$ cat src/rtl/alu_dispatch_if.sv
// rtl/alu_dispatch_if.sv - request/response/unit-control bundle for the ALU dispatcher
//
// Purpose: groups the decode-side request handshake, the execution-unit
// enable/done lines and the response handshake into one interface.
// Modports:
//   master : decode stage, execution units and response consumer
//            (drives req_*, unit_done, rsp_ready)
//   slave  : the dispatcher itself
//            (drives req_ready, unit_enable, rsp_*, busy)
// Signals:
//   req_valid/req_ready, req_funct7[6:0], req_funct3[2:0], req_tag[TAG_W-1:0]
//   unit_enable[2:0] (one-hot BASE/EXTRA/MULDIV), unit_done[2:0]
//   rsp_valid/rsp_ready, rsp_tag[TAG_W-1:0], rsp_illegal, rsp_timeout, busy

interface alu_dispatch_if #(
    parameter int TAG_W = 4
);
    logic             req_valid;
    logic             req_ready;
    logic [6:0]       req_funct7;
    logic [2:0]       req_funct3;
    logic [TAG_W-1:0] req_tag;

    logic [2:0]       unit_enable;
    logic [2:0]       unit_done;

    logic             rsp_valid;
    logic             rsp_ready;
    logic [TAG_W-1:0] rsp_tag;
    logic             rsp_illegal;
    logic             rsp_timeout;
    logic             busy;

    modport master (
        output req_valid, req_funct7, req_funct3, req_tag, unit_done, rsp_ready,
        input  req_ready, unit_enable, rsp_valid, rsp_tag, rsp_illegal, rsp_timeout, busy
    );

    modport slave (
        input  req_valid, req_funct7, req_funct3, req_tag, unit_done, rsp_ready,
        output req_ready, unit_enable, rsp_valid, rsp_tag, rsp_illegal, rsp_timeout, busy
    );
endinterface

$ cat src/rtl/alu_dispatch.sv
// rtl/alu_dispatch.sv - R-type ALU dispatch unit with legality check and timeout
//
// Purpose: accepts one decoded R-type op per handshake, checks funct7/funct3
// legality, raises a registered one-hot enable to the selected execution unit
// until it reports done (or a timeout expires), then returns a tagged
// response carrying illegal/timeout status.
// Optional feature macro: ALU_DISPATCH_MULDIV_EN (funct7=7'h01 -> MULDIV unit).
// Ports:
//   i_clock  in   rising-edge clock
//   i_reset  in   synchronous active-high reset
//   bus      slave modport of alu_dispatch_if (request, unit control, response)
// Parameters:
//   TAG_W           tag width (must match the interface)
//   TIMEOUT_CYCLES  max WAIT cycles before a forced timeout response (>=1)
//   CNT_W           counter width, 2**CNT_W > TIMEOUT_CYCLES

module alu_dispatch #(
    parameter int TAG_W          = 4,
    parameter int TIMEOUT_CYCLES = 64,
    parameter int CNT_W          = 7
) (
    input  logic          i_clock,
    input  logic          i_reset,
    alu_dispatch_if.slave bus
);

    typedef enum logic [1:0] {
        S_IDLE = 2'd0,
        S_WAIT = 2'd1,
        S_RESP = 2'd2
    } state_t;

    localparam logic [CNT_W-1:0] TO_LAST = CNT_W'(TIMEOUT_CYCLES - 1);

    state_t           r_state;
    logic [2:0]       r_unit_enable;
    logic             r_rsp_valid;
    logic             r_rsp_illegal;
    logic             r_rsp_timeout;
    logic [TAG_W-1:0] r_rsp_tag;
    logic [CNT_W-1:0] r_cnt;

    logic             w_legal;
    logic [2:0]       w_sel;
    logic             w_done;

    // Decode funct7/funct3 into a one-hot unit select; illegal encodings
    // leave w_sel at zero.
    always_comb begin
        w_legal = 1'b0;
        w_sel   = 3'b000;
        case (bus.req_funct7)
            7'h00: begin
                w_legal = 1'b1;
                w_sel   = 3'b001;
            end
            7'h20: begin
                // Only SUB and SRA have an alternate-encoding form.
                if (bus.req_funct3 == 3'b000 || bus.req_funct3 == 3'b101) begin
                    w_legal = 1'b1;
                    w_sel   = 3'b010;
                end
            end
`ifdef ALU_DISPATCH_MULDIV_EN
            7'h01: begin
                w_legal = 1'b1;
                w_sel   = 3'b100;
            end
`endif
            default: begin
                w_legal = 1'b0;
                w_sel   = 3'b000;
            end
        endcase
    end

    // Masking with the held enable observes only the selected unit's done bit;
    // with MULDIV disabled enable[2] is never set, so done[2] is ignored.
    assign w_done = |(bus.unit_done & r_unit_enable);

    always_ff @(posedge i_clock) begin
        if (i_reset) begin
            r_state       <= S_IDLE;
            r_unit_enable <= 3'b000;
            r_rsp_valid   <= 1'b0;
            r_rsp_illegal <= 1'b0;
            r_rsp_timeout <= 1'b0;
            r_rsp_tag     <= '0;
            r_cnt         <= '0;
        end else begin
            case (r_state)
                S_IDLE: begin
                    r_cnt <= '0;
                    if (bus.req_valid) begin
                        r_rsp_tag <= bus.req_tag;
                        if (w_legal) begin
                            r_state       <= S_WAIT;
                            r_unit_enable <= w_sel;
                        end else begin
                            r_state       <= S_RESP;
                            r_rsp_valid   <= 1'b1;
                            r_rsp_illegal <= 1'b1;
                        end
                    end
                end
                S_WAIT: begin
                    // Done is checked before the timeout so a completion in
                    // the final allowed cycle still reports success.
                    if (w_done) begin
                        r_state       <= S_RESP;
                        r_unit_enable <= 3'b000;
                        r_rsp_valid   <= 1'b1;
                        r_cnt         <= '0;
                    end else if (r_cnt == TO_LAST) begin
                        r_state       <= S_RESP;
                        r_unit_enable <= 3'b000;
                        r_rsp_valid   <= 1'b1;
                        r_rsp_timeout <= 1'b1;
                        r_cnt         <= '0;
                    end else begin
                        r_cnt <= r_cnt + 1'b1;
                    end
                end
                S_RESP: begin
                    r_cnt <= '0;
                    if (bus.rsp_ready) begin
                        r_state       <= S_IDLE;
                        r_rsp_valid   <= 1'b0;
                        r_rsp_illegal <= 1'b0;
                        r_rsp_timeout <= 1'b0;
                    end
                end
                default: begin
                    r_state       <= S_IDLE;
                    r_unit_enable <= 3'b000;
                    r_rsp_valid   <= 1'b0;
                    r_rsp_illegal <= 1'b0;
                    r_rsp_timeout <= 1'b0;
                    r_cnt         <= '0;
                end
            endcase
        end
    end

    assign bus.req_ready   = (r_state == S_IDLE);
    assign bus.busy        = (r_state != S_IDLE);
    assign bus.unit_enable = r_unit_enable;
    assign bus.rsp_valid   = r_rsp_valid;
    assign bus.rsp_illegal = r_rsp_illegal;
    assign bus.rsp_timeout = r_rsp_timeout;
    assign bus.rsp_tag     = r_rsp_tag;

endmodule

$ cat src/flat_wrapper.sv
// flat-port wrapper written by rule: the top's interface ports become plain ports
module alu_dispatch_flat 
#(
    parameter int TAG_W          = 4,
    parameter int TIMEOUT_CYCLES = 64,
    parameter int CNT_W          = 7
)
  (i_clock, i_reset, bus_req_valid, bus_req_funct7, bus_req_funct3, bus_req_tag, bus_unit_done, bus_rsp_ready, bus_req_ready, bus_unit_enable, bus_rsp_valid, bus_rsp_tag, bus_rsp_illegal, bus_rsp_timeout, bus_busy);
  alu_dispatch_if #(.TAG_W(TAG_W)) bus_i ();
  input  logic i_clock;
  input  logic i_reset;
  input wire logic [$bits(bus_i.req_valid)-1:0] bus_req_valid;
  input wire logic [$bits(bus_i.req_funct7)-1:0] bus_req_funct7;
  input wire logic [$bits(bus_i.req_funct3)-1:0] bus_req_funct3;
  input wire logic [$bits(bus_i.req_tag)-1:0] bus_req_tag;
  input wire logic [$bits(bus_i.unit_done)-1:0] bus_unit_done;
  input wire logic [$bits(bus_i.rsp_ready)-1:0] bus_rsp_ready;
  output wire logic [$bits(bus_i.req_ready)-1:0] bus_req_ready;
  output wire logic [$bits(bus_i.unit_enable)-1:0] bus_unit_enable;
  output wire logic [$bits(bus_i.rsp_valid)-1:0] bus_rsp_valid;
  output wire logic [$bits(bus_i.rsp_tag)-1:0] bus_rsp_tag;
  output wire logic [$bits(bus_i.rsp_illegal)-1:0] bus_rsp_illegal;
  output wire logic [$bits(bus_i.rsp_timeout)-1:0] bus_rsp_timeout;
  output wire logic [$bits(bus_i.busy)-1:0] bus_busy;
  assign bus_i.req_valid = bus_req_valid;
  assign bus_i.req_funct7 = bus_req_funct7;
  assign bus_i.req_funct3 = bus_req_funct3;
  assign bus_i.req_tag = bus_req_tag;
  assign bus_i.unit_done = bus_unit_done;
  assign bus_i.rsp_ready = bus_rsp_ready;
  assign bus_req_ready = bus_i.req_ready;
  assign bus_unit_enable = bus_i.unit_enable;
  assign bus_rsp_valid = bus_i.rsp_valid;
  assign bus_rsp_tag = bus_i.rsp_tag;
  assign bus_rsp_illegal = bus_i.rsp_illegal;
  assign bus_rsp_timeout = bus_i.rsp_timeout;
  assign bus_busy = bus_i.busy;
  alu_dispatch #(.TAG_W(TAG_W), .TIMEOUT_CYCLES(TIMEOUT_CYCLES), .CNT_W(CNT_W)) u_core (.i_clock(i_clock), .i_reset(i_reset), .bus(bus_i));
endmodule
$ cat config.mk
export PLATFORM = sky130hd
export DESIGN_NAME = alu_dispatch_flat
export DESIGN_NICKNAME = d
export VERILOG_FILES = /design/src/rtl/alu_dispatch_if.sv /design/src/rtl/alu_dispatch.sv /design/src/flat_wrapper.sv
export SDC_FILE = /design/constraint.sdc
export NUM_CORES = 1
export LEC_CHECK = 0
export CAP_MARGIN = 20
export CORE_MARGIN = 2
export CORE_UTILIZATION = 40
export CTS_BUF_LIST = sky130_fd_sc_hd__clkbuf_4 sky130_fd_sc_hd__clkbuf_8 sky130_fd_sc_hd__clkbuf_16
export DETAILED_ROUTE_END_ITERATION = 7
export PLACE_DENSITY = 0.75
export SYNTH_ARGS = -nofsm -noshare
export SYNTH_HDL_FRONTEND = slang
export SYNTH_SLANG_ARGS = --single-unit
$ cat constraint.sdc
create_clock -name i_clock -period 2.8 [get_ports i_clock]
set_input_delay 0.56 -clock i_clock [delete_from_list [all_inputs] [get_ports i_clock]]
set_output_delay 0.56 -clock i_clock [all_outputs]
set_load 0.05 [all_outputs]
# [Word level (Yosys, flattened, before mapping)]
# Cells that the tools add are included.
[classes] n_bitwise=4 n_mux=24 reduce_logical=13 eq_ne=12 add_sub_neg=1
[op_table] operator="4-bit AND reduction" n=4
[op_table] operator="7-bit by 6-bit equality test with 1-bit output (second input constant)" n=2
[op_table] operator="2-bit 2-to-1 mux" n=6
[op_table] operator="3-bit 2-to-1 mux" n=4
[op_table] operator="1-bit one-hot mux with 3 select lines" n=3
[op_table] operator="3-bit one-hot mux with 3 select lines" n=1
[op_table] operator="2-bit != test (second input constant)" n=4
[op_table] operator="7-bit by 1-bit adder with 7-bit output (second input constant)" n=1
[op_table] operator="7-bit logical NOT" n=1
[op_table] operator="1-bit 2-to-1 mux" n=7
[op_table] operator="2-bit one-hot mux with 3 select lines" n=1
[op_table] operator="3-bit one-hot mux with 2 select lines" n=1
[op_table] operator="6-bit OR reduction" n=1
[op_table] operator="2-bit by 1-bit != test with 1-bit output (second input constant)" n=2
[op_table] operator="3-bit AND" n=1
[op_table] operator="3-bit equality test (second input constant)" n=1
[op_table] operator="3-bit logical NOT" n=1
[op_table] operator="3-bit by 1-bit != test with 1-bit output (second input constant)" n=1
[op_table] operator="1-bit inverter" n=3
[op_table] operator="3-bit AND reduction" n=1
[op_table] operator="3-bit OR reduction" n=1
[op_table] operator="2-bit by 1-bit equality test with 1-bit output (second input constant)" n=1
[op_table] operator="2-bit equality test (second input constant)" n=1
[op_table] operator="2-bit logical NOT" n=1
[op_table] operator="4 further kinds" n=4
[totals] register_bits=19 inputBits=21 wordCells=61 output_inout_bits=12

# [Longest topological paths before layout]
# Gate-level depths: netlist of the first run.
[depth] depth_word=7 depth_mapped=6 mapped_depth_nobuf=6

# [Worst setup path before layout of the first run]
# OpenSTA, ideal clock, no wires.
[synth_path] path_type="input -> register" start="input port bus_req_funct7[1]" end="register u_core.r_unit_enable[1] (netlist: u_core.bus.unit_enable[1])" t_required_ps=2730 path_stages=5 setup_time_ps=70 arrival_time_ps=2009 path_buffers=0 setup_slack_ps=721 path_cell_list="or4_4 > nor3_4 > a31oi_2 > or4_1 > a21oi_1"
[synth_via] elab_chain_cells=5 word_cells_on_any_way=9 classes_between="eq/ne: 2; mux: 5; reduce/logical: 2"
[synth_rtl] element="start, declared" line_no="flat_wrapper.sv:13" rtl="input wire logic [$bits(bus_i.req_funct7)-1:0] bus_req_funct7;"
[synth_rtl] element="7-bit by 6-bit equality test with 1-bit output / 7-bit logical NOT (equally long branches)" line_no="alu_dispatch.sv:52" rtl="case (bus.req_funct7)"
[synth_rtl] element="3-bit one-hot mux with 2 select lines" line_no="alu_dispatch.sv:52"
[synth_rtl] element="3-bit 2-to-1 mux" line_no="alu_dispatch.sv:96" rtl="if (w_legal) begin"
[synth_rtl] element="3-bit 2-to-1 mux" line_no="alu_dispatch.sv:94" rtl="if (bus.req_valid) begin"
[synth_rtl] element="3-bit one-hot mux with 3 select lines" line_no="alu_dispatch.sv:91" rtl="case (r_state)"
[synth_rtl] element="end signal, assigned" line_no="alu_dispatch.sv:98" rtl="r_unit_enable <= w_sel;"
[synth_rtl] element="end, declared" line_no="alu_dispatch.sv:36" rtl="logic [2:0] r_unit_enable;"
# Several ways; a longest one is shown, not always the timed one. The select of a mux whose other input is x is not followed.
# A chain may end at the register's enable or synchronous reset.

# [Worst setup path after layout of the first run]
[layout_path] start="input port bus_req_funct7[1]" end="register u_core.r_unit_enable[0] (netlist: u_core.bus.unit_enable[0])"
# Same word-level chain as after synthesis.

==> metrics.md, run 1 <==
| Metric | Value |
|---|---|
| Hold-fix buffers at CTS | 0 |
| Status | finished clean |
| Max-cap violations | 0 |
| Final net count | between 100 and 150 |
| Int Pwr | 0.388 mW |
| Synth area leader | dfxtp_1 |
| Hold Crit Depth | 1 |
| P_leak | about 0.41 nW |
| Syn_area_per_cell | between 8 and 9 µm² |
| Reg2Reg Depth | 6 |
| Io pins | 33 |
| Clock buffer count from CTS | 3 |
| Die width | 48.7 µm |
| Top-area cell type share of the netlist area | roughly 45% |
| Critical Path RT | around 3.0 ns |
| Post-CTS Setup Inserts | 0 |
| Grt ovf | 0 |
| Final ANT Viol Nets | 0 |
| Syn Inst Count | 91 |
| Initial core utilization | roughly two fifths |
| Synth cell types | 30 |
| Setup_tns | 0 ns |
| Top cells by area, synth | dfxtp_1 45%, nor2_1 8.0%, mux2i_1 5.0%, nand2_1 3.8%, xor2_1 3.3% |
| Worst Tran Pin Value | between 0.5 and 0.6 ns |
| Layout overhead on the synthesized area | 42.3% |
| Final min period | between 2 and 2.5 ns |
| Initial antenna violation count | 0 |
| # rows | 16 |
| Routed len/inst | between 10 and 15 µm |
| Power share of the sequential group | 49.2% |
| CTS H-tree depth | 1 |
| First-pass GRT wire length | between 3000 and 4000 µm |
| Clock Sinks | 18 |
| Slew margin rel. | between 60 and 70% |
| Maximum clock path buffer count | 2 |
| Combinational power share | 29.7% |
| Kind of end point of the critical path | flop |
| First-pass DRT Iterations | 4 |
| Synth Net Count | about 110 |
| Worst skew pair latency | 0.28 ns |
| CTS tree | done |
| Root Driver | clkbuf_4 |
| Die Height | ~49 µm |
| Routed via count | 722 |
| Yosys warning count | 0 |
| Fin. max-slew vios | 0 |
| F_max | 429 MHz |
| Largest net degree at the start of global routing | 11 |
| Die ar. | roughly 2400 µm² |
| Drt drc | 0 |
| Dpl cells | 145 |
| Worst-path clk slew | 0.09 ns |
| Resize count post-CTS | 0 |
| Share of post-route cells with drive strength above 1 | around 7.4% |
| Synthesized area | around 800 µm² |
| Switching Share | 31.4% |
| Post-synthesis sequential area ratio | a little under half |
| Max VDD drop | 467 µV |
| CP max-delay cell | or4_4 |
| Critical Path Fanout Max | 4 |
| Iter 0 DRT Violations | 7 |
| Routed vias/inst | 4.88 |
| Final Hold Fails | 0 |
| Buffers and inverters on the worst path | 1 |
| Vias in the first global route | 734 |
| WS Path Type | input pin to flop |
| Routability cong. | between 0.7 and 0.8 |
| RSZ-0062 raised after global routing | no |
| Fin cells | between 100 and 150 |
| Worst Hold Class | flop to flop |
| Setup Skew | approximately 0.005 ns |
| GRT Total Usage | between 10% and 20% |
| Period utilisation layout | 83.2% |
| Critical path cell sequence | clkdlybuf4s50_1 -> or4_4 -> nor3_4 -> a31oi_2 -> or4_1 -> a21oi_1 |
| Power per standard cell area | 498 nW/µm² |
| Post-DP HPWL | approximately 1400 µm |
| Largest delay contributor family on the critical path | simple AND/OR/NAND/NOR gates |
| Clock power share | about a fifth |
| # port buffers | 30 |
| CP peak stage delay | 0.55 ns |
| Worst path arrival time | 2.53 ns |
| Startpoint types | input pin |
| Commonest non-fill, non-tap cells in the layout | 30 x clkdlybuf4s50_1, 18 x dfxtp_1, 17 x nor2_1 |
| Commonest non-fill, non-tap cell in the layout | clkdlybuf4s50_1 |
| Wirelength, routed | roughly 1700 µm |
| Core area | approximately 1900 µm² |
| #FFs+latches synth | 18 |
| Critical path depth | 6 |
| Final Setup Violations | 0 |
| Psw | about 0.18 mW |
| R2R Setup Slk | approximately 0.74 ns |
| # diodes | 0 |
## cell usage after synthesis
cell and number:
and2_1 2, a31oi_2 1, xnor2_1 2, nor3_1 2
and3_1 1, dfxtp_1 18, mux2i_1 4, clkbuf_1 1
o21ai_0 3, a31oi_1 1, inv_1 3, conb_1 1
o21ai_2 1, nor2_1 17, a21oi_1 5, ha_1 1
nor3_4 1, or4_4 1, a22o_1 1, nand3_1 3
nor2b_1 2, o21a_1 1, nand4_1 1, a211oi_1 1
nand2_1 8, buf_4 2, nor2_2 1, or4_1 2
o22ai_2 1, xor2_1 3
## cell type report
| cell class | count | area (µm²) |
|---|---|---|
| clock buffers | 3 | 22.5 |
| fillers | 172 | 785 |
| inverters | 3 | 11.3 |
| multi-input cells | 67 | 409 |
| flip-flops and latches | 18 | 360 |
| well taps | 27 | 33.8 |
| repair buffers | 30 | 300 |
## metal layers
| layer | routed length, µm | vias to the layer above | track usage (%) |
|---|---|---|---|
| met5 | 0 | - | 0 |
| met1 | 671 | 326 | 17.0 |
| met2 | 932 | 24 | 31.7 |
| li1 | - | 370 | - |
| met3 | 100 | 2 | 6.48 |
| met4 | 16 | 0 | 4.29 |
## through the flow
step	hold slack (ns)	setup slack, ns	cell area, µm²	util [%]	power [mW]
floorplan	0.418	0.721	800	-	0.389
global placement	0.437	0.255	1110	58.0	0.451
detailed placement	0.444	0.189	1110	58.0	0.454
CTS	0.481	0.471	1140	59.2	0.574
global route	0.519	0.398	1140	59.2	0.599
finish	0.472	0.470	1140	59.2	0.566
## worst paths after layout
kind | endpoint | start
max | u_core.bus.unit_enable[0] | bus_req_funct7[1]
min reg2reg | u_core.r_cnt[0] | u_core.r_cnt[0]
min | u_core.r_cnt[0] | u_core.r_cnt[0]
max reg2reg | u_core.bus.unit_enable[0] | u_core.r_cnt[0]
## power groups by stage
stage | Combinational (mW) | Sequential [mW] | Clock [mW]
floorplan | 0.0720 | 0.317 | 0
global placement | 0.167 | 0.284 | 0
detailed placement | 0.169 | 0.285 | 0
CTS | 0.170 | 0.279 | 0.125
global route | 0.180 | 0.281 | 0.139
finish | 0.168 | 0.279 | 0.119
## worst register-to-register path, cell delays in order (launching register included)
cell     delay (ns)
dfxtp_1        0.38
ha_1           0.20
nand3_1        0.14
nor3_1         0.37
o22ai_2        0.18
or4_1          0.52
a21oi_1        0.19
## cell families after synthesis
group	synth area share (%)
adder cells (fa/ha/maj)	1.56
XOR/XNOR	5.48
flip-flops	45.1
AO/OA/AOI/OAI	13.0
other	0.469
multiplexers	5.01
buffers and inverters	3.75
AND/OR/NAND/NOR	25.7
## flip-flops by register name, summed over array words and instances (netlist names)
| signal | cells |
|---|---|
| u_core.bus.rsp_illegal | 1 |
| u_core.bus.rsp_tag | 4 |
| u_core.bus.rsp_timeout | 1 |
| u_core.bus.rsp_valid | 1 |
| u_core.bus.unit_enable | 2 |
| u_core.r_cnt | 7 |
| u_core.r_state | 2 |
Note: power is estimated with default switching activity, not from simulation.
==> inputs of run 2 (changes only) <==
CORE_UTILIZATION = 37   (was 40)
PLACE_DENSITY = 0.73   (was 0.75)
clock period = 1.95 ns   (was 2.8 ns; I/O delays follow)
==> run 2 against run 1 <==
  * Hold slack worse by 0.016 ns
  * Clock-buffer cell count up 1
  * Critical path depth unchanged
  * Wire length down 1.3%
  * Die area up 7.4%
  * Global-route usage down 1.5 points
  * Via count up 1.4%
  * Core utilization up 0.63 points
  * Total power up 54%
==> metrics.md, run 2 (same netlist as run 1, synthesis figures left out) <==
| Metric | Value |
|---|---|
| Combinational power share | around 28% |
| Routed len/inst | around 11 µm |
| Hold slack | between 0.4 and 0.5 ns |
| Slew margin rel. | 66.6% |
| Post-layout util | between 50 and 60% |
| Initial antenna violation count | 0 |
| Status | finished clean |
| Psw | between 0.2 and 0.3 mW |
| Drt drc | 0 |
| Worst Tran Pin Value | roughly 0.5 ns |
| First-pass DRT Iterations | 4 |
| Total power draw | around 0.87 mW |
| Die ar. | roughly 2500 µm² |
| Grt ovf | 0 |
| Clock buffer count from CTS | 3 |
| Final Hold Fails | 0 |
| Setup WS post-layout | ~0.088 ns |
| Fillers | about 180 |
| GRT Total Usage | between 10% and 20% |
| # rows | 16 |
| Initial core utilization | 39.9% |
| Worst r2r src | u_core.r_cnt[0] |
| Largest delay contributor family on the critical path | simple AND/OR/NAND/NOR gates |
| Startpoint types | input pin |
| Commonest non-fill, non-tap cell in the layout | clkdlybuf4s50_1 |
| R2R Setup Slk | approximately 0.16 ns |
| Final net count | 151 |
| Worst path arrival time | roughly 2.1 ns |
| Die width | a little over 50 µm |
| Final Setup Violations | 0 |
| Period utilisation layout | a little over nine tenths |
| Largest net degree at the start of global routing | 11 |
| F_max | about 540 MHz |
| Setup Skew | 0.00193 ns |
| Power per standard cell area | about 730 nW/µm² |
| P_leak | roughly 0.46 nW |
| CP peak stage delay | 0.48 ns |
| # diodes | 0 |
| Hold Crit Depth | 1 |
| Vias in the first global route | between 700 and 800 |
| Buffers and inverters on the worst path | 1 |
| Commonest non-fill, non-tap cells in the layout | 25 x clkdlybuf4s50_1, 18 x dfxtp_1, 17 x nor2_1 |
| First-pass GRT wire length | 3020 µm |
| CTS H-tree depth | 1 |
| CP max-delay cell | or4_1 |
| Worst skew pair latency | slightly below 0.3 ns |
| Min-delay src | u_core.r_cnt[0] |
| Kind of end point of the critical path | flop |
| Iter 0 DRT Violations | 7 |
| Worst Hold Class | flop to flop |
| Fin. max-slew vios | 0 |
| RSZ-0062 raised after global routing | no |
| Placement Setup Slack | -0.426 ns |
| Max reg flops | 7 |
| Worst-path clk slew | roughly 0.1 ns |
| Wirelength, routed | roughly 1700 µm |
| Reg2Reg Depth | 6 |
| Worst Hold End | u_core.r_cnt[0] |
| Io pins | 33 |
| Die Height | roughly 50 µm |
| Final min period | 1.86 ns |
| Int Pwr | around 0.60 mW |
| Max-cap violations | 0 |
| Core area | 2000 µm² |
| Final ANT Viol Nets | 0 |
| Clock Sinks | 18 |
| Switching Share | 31.0% |
| Register name with the most flops | u_core.r_cnt |
| Share of post-route cells with drive strength above 1 | around 15% |
| Multi-input logic area | around 420 µm² |
| CTS tree | done |
| WS Path Type | input pin to flop |
| Critical Path RT | approximately 2.2 ns |
| Storage cell area | ~360 µm² |
| Max VDD drop | between 400 and 500 µV |
| Critical Path Fanout Max | 3 |
| Maximum clock path buffer count | 2 |
| Routability cong. | 0.733 |
| Power share of the sequential group | 46.2% |
| Post-DP HPWL | around 1400 µm |
| Post-CTS Setup Inserts | 0 |
| # port buffers | 30 |
| Critical path cell sequence | clkdlybuf4s50_1 -> or4_4 -> nor3_4 -> nand2_1 -> or4_1 -> a21oi_1 |
| Clock power share | between 20% and 30% |
| Routed via count | between 700 and 800 |
| Root Driver | clkbuf_4 |
| Layout overhead on the synthesized area | 49.8% |
| Worst reg2reg path endpoint | u_core.bus.unit_enable[1] |
| Routed vias/inst | roughly 4.7 |
## run 2: changes by cell type in the layout (fill, tap and decap cells not counted), sizes merged
cell / change
buf: +8
clkdlybuf4s50: -5
clkbuf: +1
dlygate4sd2: +3
## run 2: power groups by stage
stage	Combinational (mW)	Clock [mW]	Sequential, mW
final	0.244	0.225	0.403
after global routing	0.262	0.246	0.406
after CTS	0.245	0.236	0.403
after detailed placement	0.247	0	0.411
after global placement	0.245	0	0.410
after floorplan	0.105	0	0.456
## run 2: repair_timing
action,in CTS,in global routing
endpoints found under the setup margin,2,2
pin swaps,8,1
hold buffers,0,0
resized for setup,3,1
## run 2: metrics by stage
step	setup TNS [ns]	instances	cell area (µm²)
finish	0	155	1200
global route	0	155	1200
CTS	0	155	1190
detailed placement	-1.15	151	1160
global placement	-0.977	151	1160
floorplan	0	91	805
## run 2: worst max-delay path by stage
| stage | startpoint | end | slack, ns | depth (start not counted) |
|---|---|---|---|---|
| after floorplan | bus_req_funct7[1] | u_core.bus.unit_enable[1] | 0.04 | 5 |
| after global placement | bus_req_funct7[1] | u_core.bus.unit_enable[1] | -0.37 | 6 |
| after detailed placement | bus_req_funct7[1] | u_core.bus.unit_enable[1] | -0.43 | 6 |
| after CTS | bus_req_funct7[1] | u_core.bus.unit_enable[1] | 0.03 | 6 |
| after global routing | u_core.r_cnt[0] | u_core.bus.unit_enable[1] | 0.01 | 6 |
| final | bus_req_funct7[1] | u_core.bus.unit_enable[0] | 0.09 | 6 |
## run 2: final cells by class
type | instances | share of cell area (%)
Tap cell | 27 | 2.82
Multi-Input combinational cell | 67 | 35.0
Timing Repair Buffer | 36 | 28.1
Sequential cell | 18 | 30.1
Clock buffer | 4 | 3.03
Inverter | 3 | 0.940
## run 2: routing by layer
layer / GRT usage [%] / wire, µm / vias to the layer above
met5: 0 / 0 / -
met4: 2.70 / 0 / 0
met3: 5.36 / 84 / 0
met2: 26.5 / 886 / 16
met1: 18.4 / 726 / 334
li1: - / - / 382
==> inputs of run 3 (changes only) <==
CORE_UTILIZATION = 27   (was 37)
PLACE_DENSITY = default   (was 0.73)
==> run 3 against run 2 <==
  * Critical path depth is the same
  * Flip-flop and latch count is the same
  * Final cell count grew 3.9%
  * Combinational power grew 2%
  * Highest routed layer is now met4
  * First-iteration DRC count is the same
==> metrics.md, run 3 (same netlist as run 1, synthesis figures left out) <==
| Metric | Value |
|---|---|
| Routed vias/inst | between 4 and 5 |
| Routed len/inst | about 11 µm |
| Clock buffer count from CTS | 3 |
| Post-DP HPWL | ~1500 µm |
| Critical Path Fanout Max | 3 |
| Hold-fix buffers at CTS | 0 |
| Setup Skew | between 0.002 and 0.0025 ns |
| Setup WS post-layout | approximately 0.086 ns |
| RSZ-0062 raised after global routing | no |
| Hold slack | 0.460 ns |
| First-pass DRT Iterations | 2 |
| Io pins | 33 |
| Largest net degree at the start of global routing | 11 |
| Largest delay contributor family on the critical path | simple AND/OR/NAND/NOR gates |
| Wirelength, routed | about 1800 µm |
| Commonest non-fill, non-tap cells in the layout | 25 x clkdlybuf4s50_1, 18 x dfxtp_1, 17 x nor2_1 |
| Register name with the most flops | u_core.r_cnt |
| Core area | about 2800 µm² |
| Final ANT Viol Nets | 0 |
| Period utilisation layout | 95.6% |
| Worst skew pair latency | 0.29 ns |
| Post-layout util | 43.8% |
| Initial core utilization | 28.7% |
| Status | finished clean |
| Final Hold Fails | 0 |
| Routability cong. | between 0.8 and 0.9 |
| P_leak | about 0.47 nW |
| Iter 0 DRT Violations | 7 |
| Critical Path RT | 2.18 ns |
| Fin. max-slew vios | 0 |
| WL met1 | between 700 and 800 µm |
| First-pass GRT wire length | roughly 3100 µm |
| Clock Sinks | 18 |
| Worst path arrival time | between 2 and 2.5 ns |
| F_max | between 500 and 600 MHz |
| Placed Area | between 1000 and 1500 µm² |
| Met3 WL post-DR | ~95 µm |
| Root Driver | clkbuf_4 |
| Max VDD drop | between 400 and 500 µV |
| CTS tree | done |
| Critical path cell sequence | clkdlybuf4s50_1 -> or4_4 -> nor3_4 -> nand2_1 -> or4_1 -> a21oi_1 |
| CP peak stage delay | ~0.48 ns |
| WS Path Type | input pin to flop |
| # diodes | 0 |
| Share of post-route cells with drive strength above 1 | between 10% and 20% |
| Slew margin rel. | ~66% |
| Max reg flops | 7 |
| Worst Tran Pin Value | 0.504 ns |
| Initial antenna violation count | 0 |
| Die Height | a little under 60 µm |
| Worst Hold Class | flop to flop |
| GRT Total Usage | around an eighth |
| Max-cap violations | 0 |
| Buffers and inverters on the worst path | 1 |
| Layout overhead on the synthesized area | 52.3% |
| Placement Setup Slack | -0.417 ns |
| Worst-path clk slew | about 0.10 ns |
| # port buffers | 30 |
| Vias in the first global route | 736 |
| Maximum clock path buffer count | 2 |
| Final min period | 1.86 ns |
| Die width | 58.4 µm |
| CTS H-tree depth | 1 |
| CP max-delay cell | or4_1 |
| Grt ovf | 0 |
| Drt drc | 0 |
| Commonest non-fill, non-tap cell in the layout | clkdlybuf4s50_1 |
| Startpoint types | input pin |
| Fillers | 280 |
| Power per standard cell area | a little over 700 nW/µm² |
| Highest metal used | met4 |
| Kind of end point of the critical path | flop |
| Met2 routed wirelength | between 900 and 1000 µm |
| Die ar. | about 3400 µm² |
| Post-route cell area | ~1200 µm² |
| Routed via count | 755 |
| Final Setup Violations | 0 |
| # rows | 19 |
| Final net count | 153 |
[run 3: changes by cell type in the layout (fill, tap and decap cells not counted)]
cell | previous run | this run
buf_4 | 8 | 10
[run 3: repair_timing]
item	in CTS	in global routing
buffers inserted	2	0
gates resized for setup	3	1
pin swaps	8	1
endpoints found under the setup margin	2	2
[run 3: per-stage QoR]
stage / TNS, ns / power [mW] / cells
after floorplan: 0 / 0.561 / 91
after CTS: 0 / 0.897 / 161
after detailed placement: -1.20 / 0.660 / 155
after global routing: 0 / 0.924 / 161
final: 0 / 0.882 / 161
after global placement: -1.07 / 0.658 / 155
[run 3: final timing paths]
check | startpoint | end | slack [ns] | cells after the start
max | bus_req_funct7[1] | u_core.bus.unit_enable[0] | 0.09 | 6
min | u_core.r_cnt[0] | u_core.r_cnt[0] | 0.46 | 1
max reg2reg | u_core.r_cnt[0] | u_core.bus.unit_enable[0] | 0.16 | 6
min reg2reg | u_core.r_cnt[0] | u_core.r_cnt[0] | 0.46 | 1
[run 3: power by group]
part           switching [mW]  total, mW  internal (mW)  leakage (nW)
Clock                   0.117      0.230          0.114        0.0210
Sequential             0.0153      0.402          0.387         0.147
Combinational           0.146      0.250          0.104         0.298
[run 3: cell type report]
type / instances / area, µm² / area share [%]
clock buffer: 4 / 36.3 / 2.98
inverter: 3 / 11.3 / 0.925
multi-input combinational: 67 / 419 / 34.4
sequential: 18 / 360 / 29.6
tap: 31 / 38.8 / 3.19
timing repair buffer: 38 / 352 / 28.9
[run 3: layer usage]
layer / up-vias / global-route usage, %
li1: 383 / -
met1: 349 / 12.7
met4: 0 / 7.31
met5: - / 0
met3: 6 / 4.18
met2: 17 / 21.3
